===== src/rtl/fft_ctrl_seq.sv =====
// rtl/fft_ctrl_seq.sv - 32-point radix-2 DIF FFT address/control sequencer (option: FFT_BITREV_UNLOAD_EN adds bit-reversed unload)
module fft_ctrl_seq #(
    parameter int BFLY_LAT = 4
) (
    input  logic       clk,
    input  logic       rst,
    input  logic       start,
    input  logic       stall,
    output logic       busy,
    output logic       done,
    output logic       bfly_valid,
    output logic [4:0] addr_a,
    output logic [4:0] addr_b,
    output logic [3:0] tw_addr,
    output logic [2:0] stage,
    output logic       wr_valid,
    output logic [4:0] wr_addr_a,
    output logic [4:0] wr_addr_b,
    output logic       rd_valid,
    output logic [4:0] rd_addr
);

    typedef enum logic [2:0] {IDLE, ISSUE, DRAIN, UNLOAD, DONE} state_t;

    // Marks the delay-line slot that is presenting wr_valid this cycle.
    localparam logic [BFLY_LAT-1:0] LAST_SLOT = ~({BFLY_LAT{1'b1}} >> 1);

    state_t              state;
    logic [3:0]          j;
    logic [BFLY_LAT-1:0] vld_pipe;
    logic [4:0]          a_pipe [BFLY_LAT];
    logic [4:0]          b_pipe [BFLY_LAT];

    logic [2:0]          iss_stage;
    logic [3:0]          iss_j;
    logic [4:0]          span;
    logic [4:0]          msk;
    logic [4:0]          jj;
    logic [4:0]          iss_a;
    logic [4:0]          iss_b;
    logic [3:0]          iss_tw;
    logic                drain_clear;

`ifdef FFT_BITREV_UNLOAD_EN
    logic [5:0]          rd_n;
    logic                rd_valid_q;
    logic [4:0]          rd_addr_q;

    function automatic logic [4:0] bitrev5(input logic [4:0] v);
        return {v[0], v[1], v[2], v[3], v[4]};
    endfunction

    assign rd_valid = rd_valid_q;
    assign rd_addr  = rd_addr_q;
`else
    assign rd_valid = 1'b0;
    assign rd_addr  = 5'd0;
`endif

    assign wr_valid  = vld_pipe[BFLY_LAT-1];
    assign wr_addr_a = a_pipe[BFLY_LAT-1];
    assign wr_addr_b = b_pipe[BFLY_LAT-1];

    // Nothing in flight except the entry currently on wr_valid: next stage may issue.
    assign drain_clear = !bfly_valid && ((vld_pipe & ~LAST_SLOT) == '0);

    // Address of the butterfly that would be issued at the coming edge (DIF ordering).
    always_comb begin
        iss_stage = stage;
        iss_j     = j;
        if (state == IDLE) begin
            iss_stage = 3'd0;
            iss_j     = 4'd0;
        end else if (state == DRAIN) begin
            iss_stage = stage + 3'd1;
            iss_j     = 4'd0;
        end
        span   = 5'd16 >> iss_stage;
        msk    = span - 5'd1;
        jj     = {1'b0, iss_j};
        iss_a  = ((jj & ~msk) << 1) | (jj & msk);
        iss_b  = iss_a + span;
        iss_tw = 4'((jj & msk) << iss_stage);
    end

    // Write-back delay line: shifts every cycle, stall does not freeze it.
    always_ff @(posedge clk) begin
        if (rst) begin
            vld_pipe <= '0;
            for (int i = 0; i < BFLY_LAT; i++) begin
                a_pipe[i] <= 5'd0;
                b_pipe[i] <= 5'd0;
            end
        end else begin
            for (int i = BFLY_LAT - 1; i > 0; i--) begin
                vld_pipe[i] <= vld_pipe[i-1];
                a_pipe[i]   <= a_pipe[i-1];
                b_pipe[i]   <= b_pipe[i-1];
            end
            vld_pipe[0] <= bfly_valid;
            a_pipe[0]   <= addr_a;
            b_pipe[0]   <= addr_b;
        end
    end

    // Sequencer FSM with registered outputs: each edge decides what is presented next cycle.
    always_ff @(posedge clk) begin
        if (rst) begin
            state      <= IDLE;
            j          <= 4'd0;
            stage      <= 3'd0;
            busy       <= 1'b0;
            done       <= 1'b0;
            bfly_valid <= 1'b0;
            addr_a     <= 5'd0;
            addr_b     <= 5'd0;
            tw_addr    <= 4'd0;
`ifdef FFT_BITREV_UNLOAD_EN
            rd_n       <= 6'd0;
            rd_valid_q <= 1'b0;
            rd_addr_q  <= 5'd0;
`endif
        end else begin
            done       <= 1'b0;
            bfly_valid <= 1'b0;
`ifdef FFT_BITREV_UNLOAD_EN
            rd_valid_q <= 1'b0;
`endif
            case (state)
                IDLE: begin
                    if (start) begin
                        state <= ISSUE;
                        stage <= 3'd0;
                        busy  <= 1'b1;
                        j     <= 4'd0;
                        if (!stall) begin
                            bfly_valid <= 1'b1;
                            addr_a     <= iss_a;
                            addr_b     <= iss_b;
                            tw_addr    <= iss_tw;
                            j          <= 4'd1;
                        end
                    end
                end
                ISSUE: begin
                    if (!stall) begin
                        bfly_valid <= 1'b1;
                        addr_a     <= iss_a;
                        addr_b     <= iss_b;
                        tw_addr    <= iss_tw;
                        j          <= j + 4'd1;
                        if (j == 4'd15) begin
                            state <= DRAIN;
                        end
                    end
                end
                DRAIN: begin
                    if (drain_clear) begin
                        if (stage == 3'd4) begin
`ifdef FFT_BITREV_UNLOAD_EN
                            state <= UNLOAD;
                            rd_n  <= 6'd0;
                            if (!stall) begin
                                rd_valid_q <= 1'b1;
                                rd_addr_q  <= bitrev5(5'd0);
                                rd_n       <= 6'd1;
                            end
`else
                            state <= DONE;
                            done  <= 1'b1;
                            busy  <= 1'b0;
`endif
                        end else begin
                            state <= ISSUE;
                            stage <= stage + 3'd1;
                            j     <= 4'd0;
                            if (!stall) begin
                                bfly_valid <= 1'b1;
                                addr_a     <= iss_a;
                                addr_b     <= iss_b;
                                tw_addr    <= iss_tw;
                                j          <= 4'd1;
                            end
                        end
                    end
                end
                UNLOAD: begin
`ifdef FFT_BITREV_UNLOAD_EN
                    if (rd_n == 6'd32) begin
                        state <= DONE;
                        done  <= 1'b1;
                        busy  <= 1'b0;
                    end else if (!stall) begin
                        rd_valid_q <= 1'b1;
                        rd_addr_q  <= bitrev5(rd_n[4:0]);
                        rd_n       <= rd_n + 6'd1;
                    end
`else
                    state <= IDLE;
`endif
                end
                DONE: begin
                    state <= IDLE;
                end
                default: begin
                    state <= IDLE;
                end
            endcase
        end
    end

endmodule

===== config.mk =====
export PLATFORM = sky130hd
export DESIGN_NAME = fft_ctrl_seq
export DESIGN_NICKNAME = d
export VERILOG_FILES = /design/src/rtl/fft_ctrl_seq.sv
export SDC_FILE = /design/constraint.sdc
export NUM_CORES = 1
export LEC_CHECK = 0
export CAP_MARGIN = 20
export CORE_UTILIZATION = 30
export CTS_CLUSTER_SIZE = 30
export DETAILED_ROUTE_END_ITERATION = 6
export PLACE_DENSITY = 0.54
export SETUP_SLACK_MARGIN = 0.5
export SLEW_MARGIN = 10
export SYNTH_ARGS = -nofsm -noshare
export SYNTH_HDL_FRONTEND = slang
export SYNTH_SLANG_ARGS = --single-unit

===== constraint.sdc =====
create_clock -name clk -period 3.77 [get_ports clk]
set_input_delay 0.9425 -clock clk [delete_from_list [all_inputs] [get_ports clk]]
set_output_delay 0.9425 -clock clk [all_outputs]
set_load 0.02 [all_outputs]

==> results of run 1 <==
-- per-layer routing --
metal  up-vias  global-route usage, %  wire, um
met1       978                   15.1      2800
met2        40                   19.2      2560
met5         -                      0         0
li1       1090                      -         -
met4         0                   5.35        89
met3         7                   3.90       231
-- registers in the layout (all words and copies together) (netlist names) --
register,flops
vld_pipe,4
a_pipe,20
bfly_valid,1
stage,3
addr_a,5
tw_addr,4
state,3
addr_b,5
busy,1
j,4
b_pipe,20
done,1
-- worst max-delay path by stage --
stage                         from         to  slack (ns)  depth (start not counted)
after floorplan           stage[1]  addr_b[4]        0.59                         15
after global placement    state[2]  addr_b[4]        0.54                         15
after detailed placement  state[2]  addr_b[4]        0.42                         15
after CTS                 state[2]  addr_b[4]        0.55                         15
after global routing      state[2]  addr_b[4]        0.49                         17
final                     state[2]  addr_b[4]        0.71                         16
-- power by group through the flow --
stage,Sequential [uW],Clock (uW),Combinational (uW)
after global routing,785,675,175
after global placement,799,0,150
final,782,617,159
after floorplan,799,0,113
after CTS,782,641,153
after detailed placement,800,0,151
-- stage by stage --
step                hold WS [ns]  total power (uW)  cell area [um2]
CTS                        0.435              1580             3510
global route               0.454              1640             3550
detailed placement         0.422               951             3300
floorplan                  0.414               912             2900
global placement           0.417               949             3300
finish                     0.430              1560             3550
-- cells by family after synthesis --
family,Yosys count
DFF,71
buffers and inverters,31
AOI/OAI and AO/OA,53
xor gates and xnor gates,3
other,2
muxes,5
adders and majority gates,9
and+or+nand+nor,131
-- critical path: stages, from the launching register on --
cell,delay (ns)
sky130_fd_sc_hd__dfxtp_2,0.42
sky130_fd_sc_hd__nor2_4,0.05
sky130_fd_sc_hd__nand2_2,0.10
sky130_fd_sc_hd__clkinv_4,0.09
sky130_fd_sc_hd__ha_1,0.31
sky130_fd_sc_hd__nor2b_1,0.21
sky130_fd_sc_hd__a21oi_2,0.11
sky130_fd_sc_hd__buf_4,0.15
sky130_fd_sc_hd__nor2_1,0.13
sky130_fd_sc_hd__a22o_1,0.18
sky130_fd_sc_hd__nand2_1,0.08
sky130_fd_sc_hd__fa_1,0.38
sky130_fd_sc_hd__nor2b_1,0.16
sky130_fd_sc_hd__o21a_1,0.12
sky130_fd_sc_hd__nor2_1,0.04
sky130_fd_sc_hd__nor4b_2,0.15
sky130_fd_sc_hd__a221o_1,0.27
-- final cells by class --
| type | instances | share of cell area, % |
|---|---|---|
| flip-flops and latches | 71 | 40.2 |
| clock buffers | 10 | 3.88 |
| clock inverters | 6 | 1.90 |
| inverters | 7 | 0.882 |
| repair buffers | 42 | 11.1 |
| well taps | 129 | 4.55 |
| multi-input cells | 208 | 37.4 |
-- Yosys cell counts (2+ instances only) --
library cell / count
sky130_fd_sc_hd__conb_1: 2
sky130_fd_sc_hd__or4_1: 2
sky130_fd_sc_hd__nor3_1: 12
sky130_fd_sc_hd__buf_4: 7
sky130_fd_sc_hd__ha_1: 7
sky130_fd_sc_hd__a211oi_1: 5
sky130_fd_sc_hd__nor3b_1: 2
sky130_fd_sc_hd__o2111ai_1: 2
sky130_fd_sc_hd__nand3_1: 3
sky130_fd_sc_hd__nand4_1: 2
sky130_fd_sc_hd__a31oi_1: 5
sky130_fd_sc_hd__o21ai_0: 5
sky130_fd_sc_hd__nand2_1: 20
sky130_fd_sc_hd__or2_2: 2
sky130_fd_sc_hd__clkbuf_1: 14
sky130_fd_sc_hd__nor2_1: 22
sky130_fd_sc_hd__a22o_1: 2
sky130_fd_sc_hd__mux2i_1: 4
sky130_fd_sc_hd__nor2b_1: 49
sky130_fd_sc_hd__dfxtp_1: 71
sky130_fd_sc_hd__o21a_1: 2
sky130_fd_sc_hd__xnor2_1: 3
sky130_fd_sc_hd__a211o_1: 3
sky130_fd_sc_hd__a21oi_1: 21
sky130_fd_sc_hd__buf_6: 2
sky130_fd_sc_hd__or3_1: 4
sky130_fd_sc_hd__inv_1: 6
-- repair_timing --
action | 4_1_cts | 5_1_grt
endpoints found under the setup margin | 1 | 2
pin swaps | 0 | 1
setup buffers | 0 | 3
endpoints found under the hold margin | 0 | 0
gates resized for setup | 1 | 5
==> qor_table.md, run 1 <==
| Result | This run |
|---|---|
| Fraction of the mapped netlist area in compound gates | 12.2% |
| Share of the cycle needed by the critical path after routing | 81.2% |
| Endpoint arrival time on the critical path | 3.30 ns |
| Signed area change from the synthesized netlist to the final layout | 23.0% |
| Util after Layout | 38.2% |
| Post-synthesis register bit count | 71 |
| Final antenna diode count | 0 |
| Total instance count after detailed placement | 454 |
| Number of library cell types mapped by synthesis | 53 |
| Number of nets still failing antenna checks after routing | 0 |
| Part of the total power dissipated in sequential elements | 50.2% |
| Cell types occupying the most area after synthesis | sky130_fd_sc_hd__dfxtp_1 (49%), sky130_fd_sc_hd__nor2b_1 (11%), sky130_fd_sc_hd__a21oi_1 (3.6%) |
| GRT Util Overall | 12.1% |
| Post-synth top area cell | sky130_fd_sc_hd__dfxtp_1 |
| Minimum clock period after layout | 3.06 ns |
| Post-synth EDFFs | 0 |
| Max Clock Freq | 0.327 GHz |
| Worst r2r dst | addr_b[4] |
| Crit start category | register |
| Non-filler instance count after layout | 473 |
| Minimum setup slack among reg-to-reg paths | 0.71 ns |
| Fraction of post-synthesis cell area in the top cell type by area | 49.3% |
| Leakage dissipation | 0.00137 uW |
| Reg-to-Reg Start | state[2] |
| Combinational family with the most area after synthesis | simple AND/OR/NAND/NOR gates |
| HPWL reported at the end of detailed placement | 3.85 mm |
| Worst Max-Slew Pin Slew | 0.588 ns |
| Wire length of the first global-routing pass | 9.27 mm |
| Area share of and/or/nand/nor cells after synthesis | 25.7% |
| Setup repair after global routing missed its margin | no |
| Count of buffers inserted at the top-level ports | 34 |
| Boundary Pins | 41 |
| Number of global-route vias before repair | 1,957 |
| Final max-slew violation count | 0 |
| Worst Hold Path EP | a_pipe[1][2] |
| Routability cong. | 0.863 |
| Clock latency of the later-clocked register in the worst-skew pair | 0.34 ns |
| Core box area | 9280 um2 |
| Number of antenna violations at the first check in global routing | 0 |
| Count of endpoints failing setup in the final report | 0 |
| CTS sink count | 71 |
| Required time worst endpoint | 4.01 ns |
| Internal | 1150 uW |
| Die Width | 100 um |
| Total number of vias | 2,115 |
| Maximum number of pins on one net before global-route repair | 46 |
| Proportion of register bits with asynchronous set or reset after synthesis | 0% |
| Post-detailed-route wirelength per cell | 12.0 um |
| Yosys warning count | 0 |
| Power per cell area | 439 nW/um2 |
| Cell area after synthesis | 2880 um2 |
| Post-synthesis mux area share | 1.91% |
| Inserted Clock Buffers | 9 |
| Flip-flop cell with the highest count after synthesis | sky130_fd_sc_hd__dfxtp_1 |
| Starting density of the core | 31.1% |
| Mean instance size in the synthesized netlist | 9.46 um2 |
| MaxCap Viol Count | 0 |
| Number of cells produced by synthesis | 305 |
| Part of the power in combinational logic | 10.2% |
| Maximum level of the CTS H-tree | 3 |
| Final wirelength | 5.69 mm |
| Switching power of the nets | 404 uW |
| CTS tree | built |
| Storage element area | 1430 um2 |
| Net count reported at finish | 351 |
| Setup skew after layout | 0.00708 ns |
| VDD IR-drop max | 0.000152 V |
| Hold violation count in the final report | 0 |
| Hold wc startpoint | a_pipe[0][2] |
| Bufs on Longest Clock Path | 2 |
| Part of the Yosys area used for sequential elements | 49.3% |
| Most common library cell in the layout ignoring fill and taps | sky130_fd_sc_hd__dfxtp_1 |
| Most used cells in the layout excluding fill and tap cells | sky130_fd_sc_hd__dfxtp_1 (68), sky130_fd_sc_hd__nor2b_1 (49), sky130_fd_sc_hd__clkdlybuf4s50_1 (33), sky130_fd_sc_hd__nor2_1 (22) |
| Pre-CTS setup slack | 0.423 ns |
| Run status | finished, final reports clean |
| Relative slew slack | 60.7% |
| WHS Path Cells | 1 |
| Crit end category | register |
| Area used by multi-input combinational logic | 1330 um2 |
| FILL cells | 973 |
| Largest fanout of any net on the critical path | 8 |
| Die area | 10,000 um2 |
| DRC | 0 |
| Post-route worst setup slack | 0.710 ns |
| Number of placement rows | 35 |
| Part of the power in the clock network | 39.6% |
| Proportion of total power due to net switching | 25.9% |
| Hold WC Path Type | register to register |
| Clk root buf | sky130_fd_sc_hd__clkbuf_8 |
| Area share of xor/xnor cells in the synthesized design | 0.911% |
| Layout cell share with drive strength beyond 1 | 11.9% |
| Hold-fix buffer count after cts | 0 |
| Total grt overflow | 0 |
| Area share of fa/ha/maj cells after synthesis | 4.08% |
| Worst setup path category | register to register |
| Drt first pass iters | 4 |
| Sum of negative setup slack | 0 ns |
| Worst Reg-to-Reg Cells | 16 |
| Y dimension of the die | 100 um |
| Per-cell via count in the routed design | 4.47 |
| Iteration-0 DRC count of the detailed router | 104 |
| Clock transition time at the flip-flop clock pins of the worst setup and hold paths | 0.08 ns |
No activity file was read; power rests on OpenSTA's default activity.
==> run 2, diff against run 1 <==
--- a/config.mk
+++ b/config.mk
@@ -9,7 +9,7 @@
 export CORE_UTILIZATION = 30
 export CTS_CLUSTER_SIZE = 30
 export DETAILED_ROUTE_END_ITERATION = 6
-export PLACE_DENSITY = 0.54
+export PLACE_DENSITY = 0.56
 export SETUP_SLACK_MARGIN = 0.5
 export SLEW_MARGIN = 10
 export SYNTH_ARGS = -nofsm -noshare
==> constraint.sdc (replaced) <==
create_clock -name clk -period 2.5 [get_ports clk]
set_input_delay 0.625 -clock clk [delete_from_list [all_inputs] [get_ports clk]]
set_output_delay 0.625 -clock clk [all_outputs]
set_load 0.02 [all_outputs]
==> qor_table.md, run 2 (same netlist as run 1, synthesis figures left out) <==
| Result | This run |
|---|---|
| Cell breakdown of the critical path | buf_4 > or2_4 > o21ai_4 > and2_4 > mux2_4 > a22o_1 > nand2_2 > fa_2 > nor2b_4 > o21a_1 > nor2_2 > nor3_1 > a221o_1 |
| Maximum level of the CTS H-tree | 3 |
| Clock latency of the later-clocked register in the worst-skew pair | 0.35 ns |
| Wire length of the first global-routing pass | 10.5 mm |
| Number of global-route vias before repair | 2,166 |
| Hold WC Path Type | register to register |
| Crit end category | register |
| FILL cells | 910 |
| MaxCap Viol Count | 0 |
| HPWL reported at the end of detailed placement | 4.32 mm |
| Power per cell area | 568 nW/um2 |
| CTS tree | built |
| Storage element area | 1430 um2 |
| Most common library cell in the layout ignoring fill and taps | sky130_fd_sc_hd__dfxtp_1 |
| Area used by multi-input combinational logic | 1510 um2 |
| Final wirelength | 6.34 mm |
| Worst setup path category | register to register |
| Part of the total power dissipated in sequential elements | 49.4% |
| Part of the power in combinational logic | 15.2% |
| Minimum clock period after layout | 2.73 ns |
| Slowest library cell on the worst path | sky130_fd_sc_hd__dfxtp_2 |
| Setup repair after global routing missed its margin | yes |
| Most used cells in the layout excluding fill and tap cells | sky130_fd_sc_hd__dfxtp_1 (66), sky130_fd_sc_hd__buf_4 (58), sky130_fd_sc_hd__nor2b_1 (46), sky130_fd_sc_hd__clkdlybuf4s50_1 (25), sky130_fd_sc_hd__nor2_1 (20) |
| Sum of negative setup slack | -0.425 ns |
| Post-route worst setup slack | -0.231 ns |
| Starting density of the core | 31.1% |
| Proportion of total power due to net switching | 27.5% |
| Clock transition time at the flip-flop clock pins of the worst setup and hold paths | 0.08 ns |
| Hold violation count in the final report | 0 |
| Layout cell share with drive strength beyond 1 | 31.5% |
| CTS sink count | 71 |
| Maximum number of pins on one net before global-route repair | 47 |
| VDD IR-drop max | 0.000279 V |
| Required time worst endpoint | 2.74 ns |
| Switching power of the nets | 650 uW |
| GRT Util Overall | 13.6% |
| Final max-slew violation count | 0 |
| Crit start category | register |
| Failing checks | setup timing |
| Core box area | 9280 um2 |
| Final antenna diode count | 0 |
| Inserted Clock Buffers | 9 |
| Largest fanout of any net on the critical path | 4 |
| Die Width | 100 um |
| Number of antenna violations at the first check in global routing | 0 |
| Drt first pass iters | 4 |
| Count of endpoints failing setup in the final report | 3 |
| Run status | complete, but fails checks |
| Leakage dissipation | 0.00175 uW |
| Internal | 1720 uW |
| Endpoint arrival time on the critical path | 2.97 ns |
| Routability cong. | 0.833 |
| Total number of vias | 2,322 |
| Regs by FF count | a_pipe x20, b_pipe x20 |
| Worst Max-Slew Pin Slew | 0.586 ns |
| DRC | 0 |
| Post-detailed-route wirelength per cell | 12.0 um |
| Y dimension of the die | 100 um |
| Per-cell via count in the routed design | 4.39 |
| Util after Layout | 44.8% |
| Bufs on Longest Clock Path | 2 |
| Iteration-0 DRC count of the detailed router | 85 |
| Total grt overflow | 0 |
| Setup skew after layout | 0.0142 ns |
| Max Clock Freq | 0.366 GHz |
| Signed area change from the synthesized netlist to the final layout | 44.3% |
| Relative slew slack | 60.9% |
| Share of the cycle needed by the critical path after routing | 109% |
| Clk root buf | sky130_fd_sc_hd__clkbuf_8 |
| Count of buffers inserted at the top-level ports | 34 |
| Die area | 10,000 um2 |
| Number of nets still failing antenna checks after routing | 0 |
| Boundary Pins | 41 |
| Number of placement rows | 35 |
| Max incr delay on CP | 0.34 ns |
| Part of the power in the clock network | 35.3% |
| Net count reported at finish | 407 |
==> run 2: routing by layer <==
metal	GRT usage (%)	vias to the layer above	part of all wire, %
met5	0	-	0
met2	21.0	42	44
met4	6.80	0	2.0
met3	2.92	11	3.6
li1	-	1206	-
met1	18.0	1063	50
==> run 2: worst paths after layout <==
path              cells after the start          from  slack (ns)           end
hold / removal                        1  a_pipe[0][0]        0.43  a_pipe[1][0]
setup reg to reg                     13      state[0]       -0.23     addr_b[4]
hold reg to reg                       1  a_pipe[0][0]        0.43  a_pipe[1][0]
setup / recovery                     13      state[0]       -0.23     addr_b[4]
==> run 2: critical path: cells and delay by family, from the launching register on <==
kind	cells	cell delay, ns
mux	1	0.30
fa+ha+maj	1	0.23
simple gates	6	0.74
compound gates	4	0.89
flops	1	0.34
buf+inv	1	0.13
==> run 2: cell type report <==
| class | count | share of cell area (%) |
|---|---|---|
| Tap cell | 129 | 3.88 |
| Inverter | 7 | 0.751 |
| Timing Repair Buffer | 98 | 20.3 |
| Clock inverter | 6 | 1.05 |
| Multi-Input combinational cell | 208 | 36.3 |
| Clock buffer | 10 | 3.31 |
| Sequential cell | 71 | 34.4 |
==> run 2: metrics by stage <==
| stage | power [uW] | setup WS, ns | instances | instance area [um2] | hold slack [ns] |
|---|---|---|---|---|---|
| 3_3_place_gp | 1490 | -0.241 | 495 | 3650 | 0.416 |
| 2_1_floorplan | 1390 | -0.212 | 310 | 2970 | 0.414 |
| 4_1_cts | 2360 | -0.229 | 520 | 3970 | 0.440 |
| 6_report | 2370 | -0.231 | 529 | 4160 | 0.433 |
| 5_1_grt | 2480 | -0.368 | 529 | 4160 | 0.444 |
| 3_5_place_dp | 1500 | -0.307 | 495 | 3650 | 0.424 |
==> run 2: repair_timing <==
| item | in CTS | in global routing |
|---|---|---|
| gates resized for setup | 23 | 28 |
| hold buffers | 0 | 0 |
| buffers inserted | 9 | 9 |
| pin swaps | 15 | 13 |
| endpoints found under the setup margin | 17 | 17 |
==> run 2: power groups by stage <==
stage	combinational, uW	sequential, uW	clock, uW
2_1_floorplan	182	1200	0
3_3_place_gp	298	1200	0
3_5_place_dp	300	1200	0
4_1_cts	325	1170	870
5_1_grt	392	1170	913
6_report	361	1170	836
